--- src/rtl/mc_pkg.sv ---
// ============================================================================
// Module      : mc_pkg
// Description : Shared types and encodings for the multicycle sequencer:
//               state enum, instruction classes, opcode/funct constants,
//               ALU operation codes and datapath mux encodings.
// Revision    : 1.0 - initial release
// ============================================================================
`default_nettype none

package mc_pkg;

    typedef enum logic [3:0] {
        S_FETCH    = 4'd0,
        S_DECODE   = 4'd1,
        S_EXEC_R   = 4'd2,
        S_EXEC_I   = 4'd3,
        S_ALU_WB   = 4'd4,
        S_MEM_ADDR = 4'd5,
        S_MEM_RD   = 4'd6,
        S_MEM_WB   = 4'd7,
        S_MEM_WR   = 4'd8,
        S_BRANCH   = 4'd9,
        S_JUMP     = 4'd10,
        S_FAULT    = 4'd11
    } state_t;

    typedef enum logic [3:0] {
        CLS_R    = 4'd0,
        CLS_JR   = 4'd1,
        CLS_NORI = 4'd2,
        CLS_LW   = 4'd3,
        CLS_SW   = 4'd4,
        CLS_BLEU = 4'd5,
        CLS_J    = 4'd6,
        CLS_JAL  = 4'd7,
        CLS_BAD  = 4'd8
    } iclass_t;

    localparam logic [5:0] c_OP_RTYPE = 6'b000000;
    localparam logic [5:0] c_OP_J     = 6'b000010;
    localparam logic [5:0] c_OP_JAL   = 6'b000011;
    localparam logic [5:0] c_OP_NORI  = 6'b001110;
    localparam logic [5:0] c_OP_BLEU  = 6'b011100;
    localparam logic [5:0] c_OP_LW    = 6'b100011;
    localparam logic [5:0] c_OP_SW    = 6'b101011;

    localparam logic [5:0] c_F_SLL = 6'b000000;
    localparam logic [5:0] c_F_SRL = 6'b000010;
    localparam logic [5:0] c_F_JR  = 6'b001000;
    localparam logic [5:0] c_F_ADD = 6'b100000;
    localparam logic [5:0] c_F_SUB = 6'b100010;
    localparam logic [5:0] c_F_AND = 6'b100100;
    localparam logic [5:0] c_F_OR  = 6'b100101;
    localparam logic [5:0] c_F_XOR = 6'b100110;
    localparam logic [5:0] c_F_NOR = 6'b100111;
    localparam logic [5:0] c_F_SLT = 6'b101010;

    localparam logic [4:0] c_ALU_ADD  = 5'd0;
    localparam logic [4:0] c_ALU_SUB  = 5'd1;
    localparam logic [4:0] c_ALU_AND  = 5'd2;
    localparam logic [4:0] c_ALU_OR   = 5'd3;
    localparam logic [4:0] c_ALU_XOR  = 5'd4;
    localparam logic [4:0] c_ALU_NOR  = 5'd5;
    localparam logic [4:0] c_ALU_SLT  = 5'd6;
    localparam logic [4:0] c_ALU_SLL  = 5'd7;
    localparam logic [4:0] c_ALU_SRL  = 5'd8;
    localparam logic [4:0] c_ALU_BLEU = 5'd9;

    localparam logic [1:0] c_SRCB_RDB     = 2'b00;
    localparam logic [1:0] c_SRCB_FOUR    = 2'b01;
    localparam logic [1:0] c_SRCB_IMM     = 2'b10;
    localparam logic [1:0] c_SRCB_IMM_SH2 = 2'b11;

    localparam logic [1:0] c_PCSRC_PLUS4  = 2'b00;
    localparam logic [1:0] c_PCSRC_JUMP   = 2'b01;
    localparam logic [1:0] c_PCSRC_BRANCH = 2'b10;
    localparam logic [1:0] c_PCSRC_RD1    = 2'b11;

    // Unknown funct codes fall back to ADD; the instruction still retires.
    function automatic logic [4:0] funct_to_alu(input logic [5:0] f);
        case (f)
            c_F_SUB: return c_ALU_SUB;
            c_F_AND: return c_ALU_AND;
            c_F_OR:  return c_ALU_OR;
            c_F_XOR: return c_ALU_XOR;
            c_F_NOR: return c_ALU_NOR;
            c_F_SLT: return c_ALU_SLT;
            c_F_SLL: return c_ALU_SLL;
            c_F_SRL: return c_ALU_SRL;
            default: return c_ALU_ADD;
        endcase
    endfunction

endpackage

`default_nettype wire

--- src/rtl/mc_decode.sv ---
// ============================================================================
// Module      : mc_decode
// Description : Combinational instruction decoder: maps the registered
//               instruction to an instruction class and ALU operation code.
// Revision    : 1.0 - initial release
// ============================================================================
`default_nettype none

module mc_decode
    import mc_pkg::*;
(
    input  logic [31:0] i_instr,
    output iclass_t     o_iclass,
    output logic [4:0]  o_alu_ctrl
);

    logic [5:0] w_opcode;
    logic [5:0] w_funct;
    logic       w_unused_fields;

    assign w_opcode        = i_instr[31:26];
    assign w_funct         = i_instr[5:0];
    // Register and immediate fields belong to the datapath, not to control.
    assign w_unused_fields = ^i_instr[25:6];

    always_comb begin
        o_iclass   = CLS_BAD;
        o_alu_ctrl = c_ALU_ADD;
        case (w_opcode)
            c_OP_RTYPE: begin
                if (w_funct == c_F_JR) begin
                    o_iclass = CLS_JR;
                end else begin
                    o_iclass   = CLS_R;
                    o_alu_ctrl = funct_to_alu(w_funct);
                end
            end
            c_OP_NORI: begin
                o_iclass   = CLS_NORI;
                o_alu_ctrl = c_ALU_NOR;
            end
            c_OP_LW:   o_iclass = CLS_LW;
            c_OP_SW:   o_iclass = CLS_SW;
            c_OP_BLEU: begin
                o_iclass   = CLS_BLEU;
                o_alu_ctrl = c_ALU_BLEU;
            end
            c_OP_J:    o_iclass = CLS_J;
            c_OP_JAL:  o_iclass = CLS_JAL;
            default:   o_iclass = CLS_BAD;
        endcase
    end

endmodule

`default_nettype wire

--- src/rtl/multicycle_sequencer.sv ---
// ============================================================================
// Module      : multicycle_sequencer
// Description : Multicycle control FSM with memory-wait timeout and sticky
//               fault. Define MC_SEQ_PERF_CNT_EN to add cycle_cnt/instr_cnt.
// Revision    : 1.0 - initial release
// ============================================================================
`default_nettype none

module multicycle_sequencer
    import mc_pkg::*;
#(
    parameter int MEM_TIMEOUT = 16
) (
    input  logic        clock,
    input  logic        reset_n,
    input  logic [31:0] instr,
    input  logic        mem_ready,
    input  logic        alu_neg,
    output logic        pc_write,
    output logic        iord,
    output logic        ir_write,
    output logic        alu_src_a,
    output logic        reg_write,
    output logic        reg_dst,
    output logic        mem_to_reg,
    output logic        mem_write,
    output logic        jump,
    output logic        jump_reg,
    output logic [1:0]  alu_src_b,
    output logic [1:0]  pc_src,
    output logic [4:0]  alu_control,
    output logic [3:0]  state,
    output logic        fault,
    output logic        retire
`ifdef MC_SEQ_PERF_CNT_EN
    ,
    output logic [31:0] cycle_cnt,
    output logic [31:0] instr_cnt
`endif
);

    localparam int WCW = $clog2(MEM_TIMEOUT + 1);

    state_t         r_state;
    state_t         w_next;
    logic [WCW-1:0] r_wait;
    logic           w_waiting;
    logic           w_wait_done;
    iclass_t        w_iclass;
    logic [4:0]     w_alu_dec;
    logic           w_pc_write;
    logic           w_ir_write;
    logic           w_reg_write;
    logic           w_mem_write;
    logic           w_retire;
    logic           w_unused_alu_neg;

    // The branch decision is taken by the datapath mux, not by the FSM.
    assign w_unused_alu_neg = alu_neg;

    mc_decode u_decode (
        .i_instr    (instr),
        .o_iclass   (w_iclass),
        .o_alu_ctrl (w_alu_dec)
    );

    assign w_wait_done = (r_wait == WCW'(MEM_TIMEOUT - 1));
    assign w_waiting   = ((r_state == S_FETCH) || (r_state == S_MEM_RD) ||
                          (r_state == S_MEM_WR)) && !mem_ready;

    always_ff @(posedge clock or negedge reset_n) begin
        if (!reset_n) begin
            r_state <= S_FETCH;
        end else begin
            r_state <= w_next;
        end
    end

    always_ff @(posedge clock or negedge reset_n) begin
        if (!reset_n) begin
            r_wait <= '0;
        end else if (w_next != r_state) begin
            r_wait <= '0;
        end else if (w_waiting) begin
            r_wait <= r_wait + WCW'(1);
        end
    end

    always_comb begin
        w_next      = r_state;
        w_pc_write  = 1'b0;
        w_ir_write  = 1'b0;
        w_reg_write = 1'b0;
        w_mem_write = 1'b0;
        w_retire    = 1'b0;
        iord        = 1'b0;
        alu_src_a   = 1'b0;
        reg_dst     = 1'b0;
        mem_to_reg  = 1'b0;
        jump        = 1'b0;
        jump_reg    = 1'b0;
        alu_src_b   = c_SRCB_RDB;
        pc_src      = c_PCSRC_PLUS4;
        alu_control = c_ALU_ADD;
        fault       = 1'b0;
        case (r_state)
            S_FETCH: begin
                alu_src_a = 1'b1;
                alu_src_b = c_SRCB_FOUR;
                if (mem_ready) begin
                    w_ir_write = 1'b1;
                    w_pc_write = 1'b1;
                    w_next     = S_DECODE;
                end else if (w_wait_done) begin
                    w_next = S_FAULT;
                end
            end
            S_DECODE: begin
                // Precompute the branch target while the class is resolved.
                alu_src_b = c_SRCB_IMM_SH2;
                case (w_iclass)
                    CLS_R:                  w_next = S_EXEC_R;
                    CLS_NORI:               w_next = S_EXEC_I;
                    CLS_LW, CLS_SW:         w_next = S_MEM_ADDR;
                    CLS_BLEU:               w_next = S_BRANCH;
                    CLS_J, CLS_JAL, CLS_JR: w_next = S_JUMP;
                    default:                w_next = S_FAULT;
                endcase
            end
            S_EXEC_R: begin
                alu_src_a   = 1'b1;
                alu_src_b   = c_SRCB_RDB;
                alu_control = w_alu_dec;
                w_next      = S_ALU_WB;
            end
            S_EXEC_I: begin
                alu_src_a   = 1'b1;
                alu_src_b   = c_SRCB_IMM;
                alu_control = w_alu_dec;
                w_next      = S_ALU_WB;
            end
            S_ALU_WB: begin
                w_reg_write = 1'b1;
                reg_dst     = (w_iclass == CLS_R);
                w_retire    = 1'b1;
                w_next      = S_FETCH;
            end
            S_MEM_ADDR: begin
                alu_src_a = 1'b1;
                alu_src_b = c_SRCB_IMM;
                w_next    = (w_iclass == CLS_SW) ? S_MEM_WR : S_MEM_RD;
            end
            S_MEM_RD: begin
                iord = 1'b1;
                if (mem_ready) begin
                    w_next = S_MEM_WB;
                end else if (w_wait_done) begin
                    w_next = S_FAULT;
                end
            end
            S_MEM_WB: begin
                w_reg_write = 1'b1;
                mem_to_reg  = 1'b1;
                w_retire    = 1'b1;
                w_next      = S_FETCH;
            end
            S_MEM_WR: begin
                iord        = 1'b1;
                w_mem_write = 1'b1;
                if (mem_ready) begin
                    w_retire = 1'b1;
                    w_next   = S_FETCH;
                end else if (w_wait_done) begin
                    w_next = S_FAULT;
                end
            end
            S_BRANCH: begin
                alu_src_a   = 1'b1;
                alu_src_b   = c_SRCB_RDB;
                alu_control = c_ALU_BLEU;
                w_pc_write  = 1'b1;
                pc_src      = c_PCSRC_BRANCH;
                w_retire    = 1'b1;
                w_next      = S_FETCH;
            end
            S_JUMP: begin
                w_pc_write = 1'b1;
                w_retire   = 1'b1;
                w_next     = S_FETCH;
                if (w_iclass == CLS_JR) begin
                    pc_src   = c_PCSRC_RD1;
                    jump_reg = 1'b1;
                end else begin
                    pc_src      = c_PCSRC_JUMP;
                    jump        = 1'b1;
                    w_reg_write = (w_iclass == CLS_JAL);
                end
            end
            S_FAULT: begin
                fault  = 1'b1;
                w_next = S_FAULT;
            end
            default: w_next = S_FAULT;
        endcase
    end

    // FETCH is entered during reset; mask its mem_ready-driven strobes too.
    assign pc_write  = w_pc_write  & reset_n;
    assign ir_write  = w_ir_write  & reset_n;
    assign reg_write = w_reg_write & reset_n;
    assign mem_write = w_mem_write & reset_n;
    assign retire    = w_retire    & reset_n;
    assign state     = r_state;

`ifdef MC_SEQ_PERF_CNT_EN
    logic [31:0] r_cycle_cnt;
    logic [31:0] r_instr_cnt;

    always_ff @(posedge clock or negedge reset_n) begin
        if (!reset_n) begin
            r_cycle_cnt <= '0;
            r_instr_cnt <= '0;
        end else begin
            r_cycle_cnt <= r_cycle_cnt + 32'd1;
            if (w_retire) begin
                r_instr_cnt <= r_instr_cnt + 32'd1;
            end
        end
    end

    assign cycle_cnt = r_cycle_cnt;
    assign instr_cnt = r_instr_cnt;
`endif

endmodule

`default_nettype wire

--- config.mk ---
export PLATFORM = sky130hd
export DESIGN_NAME = multicycle_sequencer
export DESIGN_NICKNAME = d
export VERILOG_FILES = /design/src/rtl/mc_pkg.sv /design/src/rtl/mc_decode.sv /design/src/rtl/multicycle_sequencer.sv
export SDC_FILE = /design/constraint.sdc
export NUM_CORES = 1
export LEC_CHECK = 0
export BUFFER_PORTS_ARGS = -buffer_cell sky130_fd_sc_hd__buf_2
export CAP_MARGIN = 40
export CORE_AREA = 8 8 64 66
export CTS_CLUSTER_SIZE = 25
export DETAILED_ROUTE_END_ITERATION = 12
export DIE_AREA = 0 0 72 74
export PLACE_DENSITY = 0.72
export SLEW_MARGIN = 20
export SYNTH_ARGS = -nofsm -noshare
export SYNTH_HDL_FRONTEND = slang
export SYNTH_SLANG_ARGS = --single-unit
--- constraint.sdc ---
create_clock -name clock -period 2.1 [get_ports clock]
set_input_delay 0.21 -clock clock [delete_from_list [all_inputs] [get_ports clock]]
set_output_delay 0.21 -clock clock [all_outputs]
set_load 0.02 [all_outputs]
Yosys cells after proc, flatten, opt, wreduce, memory -nomap -nowiden
Memories as Yosys holds them, arrays and structs flattened.
Cells that the tools add are included.
{"block": "classes", "n_addsub": 1, "multipliers": 0, "div": 0, "order_cmp": 0, "eq_ne": 30, "n_shift": 0, "n_mux": 34, "n_bitwise": 5, "reduce_logical": 16}
{"cell": "4-bit one-hot mux with 7 select lines", "n": 2}
{"cell": "6-bit == test (second input constant)", "n": 8}
{"cell": "4-bit one-hot mux with 8 select lines", "n": 1}
{"cell": "4-bit by 3-bit == test with 1-bit output (second input constant)", "n": 6}
{"cell": "4-bit 2-to-1 mux", "n": 6}
{"cell": "6-bit by 2-bit == test with 1-bit output (second input constant)", "n": 3}
{"cell": "4-bit == test (second input constant)", "n": 4}
{"cell": "5-bit 2-to-1 mux", "n": 3}
{"cell": "5-bit one-hot mux with 3 select lines", "n": 1}
{"cell": "1-bit 2-to-1 mux", "n": 14}
{"cell": "6-bit by 4-bit == test with 1-bit output (second input constant)", "n": 2}
{"cell": "6-bit zero test", "n": 2}
{"cell": "5-bit one-hot mux with 2 select lines", "n": 1}
{"cell": "2-bit OR reduction", "n": 5}
{"cell": "4-bit by 1-bit == test with 1-bit output (second input constant)", "n": 2}
{"cell": "4-bit by 2-bit == test with 1-bit output (second input constant)", "n": 2}
{"cell": "4-bit zero test", "n": 2}
{"cell": "6-bit by 5-bit == test with 1-bit output (second input constant)", "n": 1}
{"cell": "1-bit one-hot mux with 2 select lines", "n": 3}
{"cell": "2-bit one-hot mux with 3 select lines", "n": 1}
{"cell": "5-bit by 1-bit adder with 5-bit output (second input constant)", "n": 1}
{"cell": "1-bit AND", "n": 5}
{"cell": "5-bit by 4-bit == test with 1-bit output (second input constant)", "n": 1}
{"cell": "5-bit OR reduction", "n": 1}
{"cell": "other kinds (8)", "n": 9}
{"block": "totals", "register_bits": 9, "latchBits": 0, "ram_bits": 0, "rom_bits": 32, "in_bits": 36, "output_inout_bits": 25, "word_cells": 89, "n_memories": 1}
{"memory": "(name not given)", "depth": 8, "word_bits": 4, "rd": 1, "rd_ports_with_merged_regs": 0, "wr": 0, "line": "multicycle_sequencer.sv:121", "rtl": "case (w_iclass)"}

Logic depth before layout (Yosys ltp)
{"block": "depth", "word_depth": 8, "mapped_depth": 8, "depth_no_buf": 8}

Modules after synthesis
Synthesis repeated with hierarchy kept, for this count alone.
{"block": "hier_totals", "cells_unflattened": 206, "area_unflattened_um2": 1497.7}
{"module": "multicycle_sequencer", "n_inst": 1, "cells_per_inst": 156, "area_each_um2": 1167.4, "seq_area_each_um2": 225.2}
{"module": "mc_decode", "n_inst": 1, "cells_per_inst": 50, "area_each_um2": 330.3, "seq_area_each_um2": 0.0}

Least setup slack after synthesis
Ideal clock, no wire load.
{"block": "synth_timing", "path_kind": "reg-to-output", "from": "register r_state[2] (netlist: state[2])", "to": "output port pc_src[1]", "arrival_ns": 2.112, "t_required_ns": 1.890, "setup_slack_ns": -0.222, "path_stages_with_launch": 6, "path_buffers": 1, "path_cell_list": "dfrtp_1 clkbuf_1 nand2b_1 nor3_1 o21ai_1 o22ai_1"}
{"block": "synth_between", "elab_chain_cells": 2}
{"element": "start, declared", "line": "multicycle_sequencer.sv:44", "rtl": "state_t r_state;"}
{"element": "start signal, assigned", "line": "multicycle_sequencer.sv:75", "rtl": "r_state <= w_next;"}
{"element": "4-bit == test", "line": "multicycle_sequencer.sv:106", "rtl": "case (r_state)"}
{"element": "2-bit one-hot mux with 2 select lines (*)", "line": "multicycle_sequencer.sv:106"}
{"element": "end, declared", "line": "multicycle_sequencer.sv:30", "rtl": "output logic [1:0] pc_src,"}
Mark *: on every way between the ends. The rest lies on a longest branch, timed or not.

Final worst setup path
{"block": "layout_timing", "from": "register r_wait[1]", "to": "register r_wait[0]"}
{"block": "layout_between", "elab_chain_cells": 6}
{"element": "start, declared", "line": "multicycle_sequencer.sv:46", "rtl": "logic [WCW-1:0] r_wait;"}
{"element": "start signal, assigned", "line": "multicycle_sequencer.sv:85", "rtl": "r_wait <= r_wait + WCW'(1);"}
{"element": "5-bit by 4-bit == test with 1-bit output (*)", "line": "multicycle_sequencer.sv:67", "rtl": "assign w_wait_done = (r_wait == WCW'(MEM_TIMEOUT - 1));"}
{"element": "4-bit 2-to-1 mux (*)", "line": "multicycle_sequencer.sv:114, multicycle_sequencer.sv:157, multicycle_sequencer.sv:173"}
{"element": "4-bit 2-to-1 mux (on tied branches)", "line": "multicycle_sequencer.sv:170, multicycle_sequencer.sv:110, multicycle_sequencer.sv:155"}
{"element": "4-bit one-hot mux with 7 select lines (*)", "line": "multicycle_sequencer.sv:106"}
{"element": "4-bit != test (*)", "line": "multicycle_sequencer.sv:82", "rtl": "end else if (w_next != r_state) begin"}
{"element": "5-bit 2-to-1 mux / 2-bit nonzero test (equally long branches)"}
Marks and branches as above.
A chain may end at the register's enable or synchronous reset.

==> metrics.cfg <==
[timing]
setup_ws_ps=73.4
fin_worst_hold_slack_ps=344
worst_slew_pin_slew_ps=542
fmaxAchievable_mhz=493
rsz_0062_raised_after_global_routing=true
layout_worst_path_cycle_share_pct=96.5
final-max-slew-violation-count=0
hold_viol_final=0
maxSlewHeadroom_pct=63.6
final-setup-viol-count=0
finClkSkew_ps=4.22
layout_min_cycle_time_ps=2030

[logic_synthesis]
synth_commonest_cells=sky130_fd_sc_hd__nor2_1 (19), sky130_fd_sc_hd__nand2_1 (18), sky130_fd_sc_hd__a21oi_1 (15)
yosys.cell_count.top_type=sky130_fd_sc_hd__nor2_1
yosys_warnings=0
yosys.area.top_type=sky130_fd_sc_hd__dfrtp_1
post_synthesis_sequential_element_count=9
synthesis.instances=183
synth-seq-area-share_pct=17.9
synth_enable_flop_cells=0
synthesis.area_per_instance_um2=6.86
post_synth_main_area_contributors=sky130_fd_sc_hd__dfrtp_1 (18%), sky130_fd_sc_hd__a21oi_1 (6.0%), sky130_fd_sc_hd__nor2_1 (5.7%)
synth_top_area_share_pct=17.9
area_of_the_mapped_netlist_mm2=0.00126
ys.flop_type=sky130_fd_sc_hd__dfrtp_1
post_synth_num_cell_types=54
postSynthNetCount=221
synth_async_sr_flop_share_pct=100

[job]
drv_cap=0

[routing]
totalWireLength_mm=4.19
wl_per_cell_um=14.6
post_drt_via_cell_ratio=5.57
drc_violation_count_after_routing=0
detail_route.iter0.violations=109
vias=1599
route.antenna.remaining_nets=0
drt-pass1-iter-count=4

[grt]
first_pass_grt_wire_length_mm=6.96
grt_max_degree=19
antenna_violations_before_repair=0
global_route.usage.total_pct=16.2
grt_overflow_total=0
first_global_vias=1496

[clock_network]
master_cell_of_the_clock_root_buffer=sky130_fd_sc_hd__clkbuf_4
worst_skew_pair.late_latency_ps=260
htree_num_levels=1
cts.sinks=9
cts_inserted_buffers=3
clk_pin_slew_ps=60
ctsLongestPathBuffers=2
cts_tree=built

[power]
finalPower_w=0.00205
total_switching_power_w=0.00111
intPower_w=0.000944
power.share.sequential_pct=14.0
swShare_pct=53.9
p_clk_share_pct=6.4
power.share.combinational_pct=79.6
power.static_leakage_nw=0.782
power_per_cell_area_mw_per_mm2=1130
irDropWorstVdd_uv=542

[place]
routabilityCongestion=0.941
portBuffers=38
place.detailed.instances=275
place_worst_setup_slack_ps=-132
dp.final_hpwl_mm=3.24

[min_path]
hold_class=in2async

[setup_path]
slowest_delay_ps=410
setup.worst_path.end_class=flip-flop
crit_path_cell_trace=ha_2 > and3_4 > ha_4 > nor2_4 > a21oi_2 > o31a_1 > a221o_2 > nor4_2
cp.required_ps=2270
timing.critical_path.fanout_max=5
crit_slowest_cell=sky130_fd_sc_hd__a221o_2
worst_ep_arrival_time_ps=2190
ff2ff_setup_slack_ps=70
setup.worst_path.start_class=flip-flop
setup.worst_path.class=reg2reg
crit_family=compound AO/OA/AOI/OAI gates
crit_buf_inv=0

[die]
die_width_um=72
die_area_mm2=0.00533
starting_density_of_the_core_pct=39.5
die_height_um=74
ios=61
placementRows=21
core_outline_area_mm2=0.00318

[run_status]
status=finished, final reports clean

[layout]
layout-drive-gt1-share_pct=37.8
antennaDiodeCount=0
fill_cells=298
area_grow_syn2layout_pct=43.8
post_layout_nonfiller_instances=287
nNetsFinal=280

[kinds of logic (layout without fill, tap and decap cells)]
kind of cell	count (synthesis)	after routing	share of synthesized area [%]
other	1	1	0.299
multiplexers	1	1	0.797
AO/OA/AOI/OAI	52	52	27.9
XOR/XNOR	6	6	4.18
flip-flops	9	9	17.9
buffers and inverters	19	77	6.57
adder cells (fa/ha/maj)	2	2	1.99
AND/OR/NAND/NOR	93	93	40.3
[worst paths after layout]
kind                                        from                    end  cells after the start
max in group asynchronous                reset_n     state[3]$_DFF_PN0_                      2
hold reg to reg            r_wait[3]$_DFFE_PN0P_  r_wait[3]$_DFFE_PN0P_                      2
hold / removal                           reset_n  r_wait[1]$_DFFE_PN0P_                      2
min in group clock                     instr[31]     state[2]$_DFF_PN0_                      4
setup / recovery           r_wait[1]$_DFFE_PN0P_  r_wait[0]$_DFFE_PN0P_                      8
setup reg to reg           r_wait[1]$_DFFE_PN0P_  r_wait[0]$_DFFE_PN0P_                      8
[metrics by stage]
step | area [um^2] | TNS (ps) | util [%]
2_1_floorplan | 1270 | 0 | -
3_3_place_gp | 1620 | -433 | 50.8
3_5_place_dp | 1620 | -550 | 50.8
4_1_cts | 1720 | -8.36 | 54.0
5_1_grt | 1810 | -97.6 | 56.8
6_report | 1810 | 0 | 56.8
[power groups by stage]
stage | Combinational, W | Sequential [W] | Clock [W]
global placement | 0.00141 | 0.000291 | 0
finish | 0.00163 | 0.000286 | 0.000131
detailed placement | 0.00143 | 0.000294 | 0
global route | 0.00178 | 0.000292 | 0.000148
floorplan | 0.000941 | 0.000291 | 0
CTS | 0.00147 | 0.000294 | 0.000137
[sequential cells by signal (all words and copies together) (netlist names)]
register	flops
r_wait	5
state	4
[layout by cell type (no fill, tap or decap), types with 3 or more instances in the layout]
cell and instances:
sky130_fd_sc_hd__nand3_1 7, sky130_fd_sc_hd__o22ai_1 3, sky130_fd_sc_hd__nand2b_1 5, sky130_fd_sc_hd__and3b_1 3, sky130_fd_sc_hd__a21oi_1 13, sky130_fd_sc_hd__nor4_2 5, sky130_fd_sc_hd__buf_2 38, sky130_fd_sc_hd__clkbuf_4 3
sky130_fd_sc_hd__dfrtp_1 7, sky130_fd_sc_hd__o21ai_1 4, sky130_fd_sc_hd__buf_4 29, sky130_fd_sc_hd__inv_1 5, sky130_fd_sc_hd__nor4_1 4, sky130_fd_sc_hd__xnor2_1 5, sky130_fd_sc_hd__o21ai_0 6, sky130_fd_sc_hd__nor2b_1 6
sky130_fd_sc_hd__nor2_1 18, sky130_fd_sc_hd__nor3_1 7, sky130_fd_sc_hd__nand2_1 18
[per-layer routing]
layer | share of wire (%) | vias to the layer above | GRT usage [%]
met3 | 5.3 | 6 | 3.64
met2 | 50 | 44 | 27.5
li1 | - | 809 | -
met4 | 1.4 | 0 | 4.08
met1 | 43 | 740 | 20.1
met5 | 0 | - | 0
[repair_timing]
item,in CTS,in global routing
pin swaps,10,4
hold buffers,1,0
gates resized for setup,10,10
endpoints found under the setup margin,5,7
setup buffers,2,5
endpoints found under the hold margin,9,0
cloned,0,0
[worst register-to-register path, delay by kind of cell (launching register included)]
| family | cells | cell delay, ps |
|---|---|---|
| AOI/OAI and AO/OA | 3 | 720 |
| and+or+nand+nor | 3 | 410 |
| DFF | 1 | 400 |
| adders and majority gates | 2 | 380 |
[layout make-up]
type / count / area (um^2) / area share, %
multi-input cells: 155 / 1060 / 58.6
repair buffers: 68 / 418 / 23.1
flip-flops and latches: 9 / 228 / 12.6
well taps: 46 / 57.6 / 3.19
clock buffers: 4 / 26.3 / 1.45
inverters: 5 / 18.8 / 1.04
(Power assumes the default switching activity.)
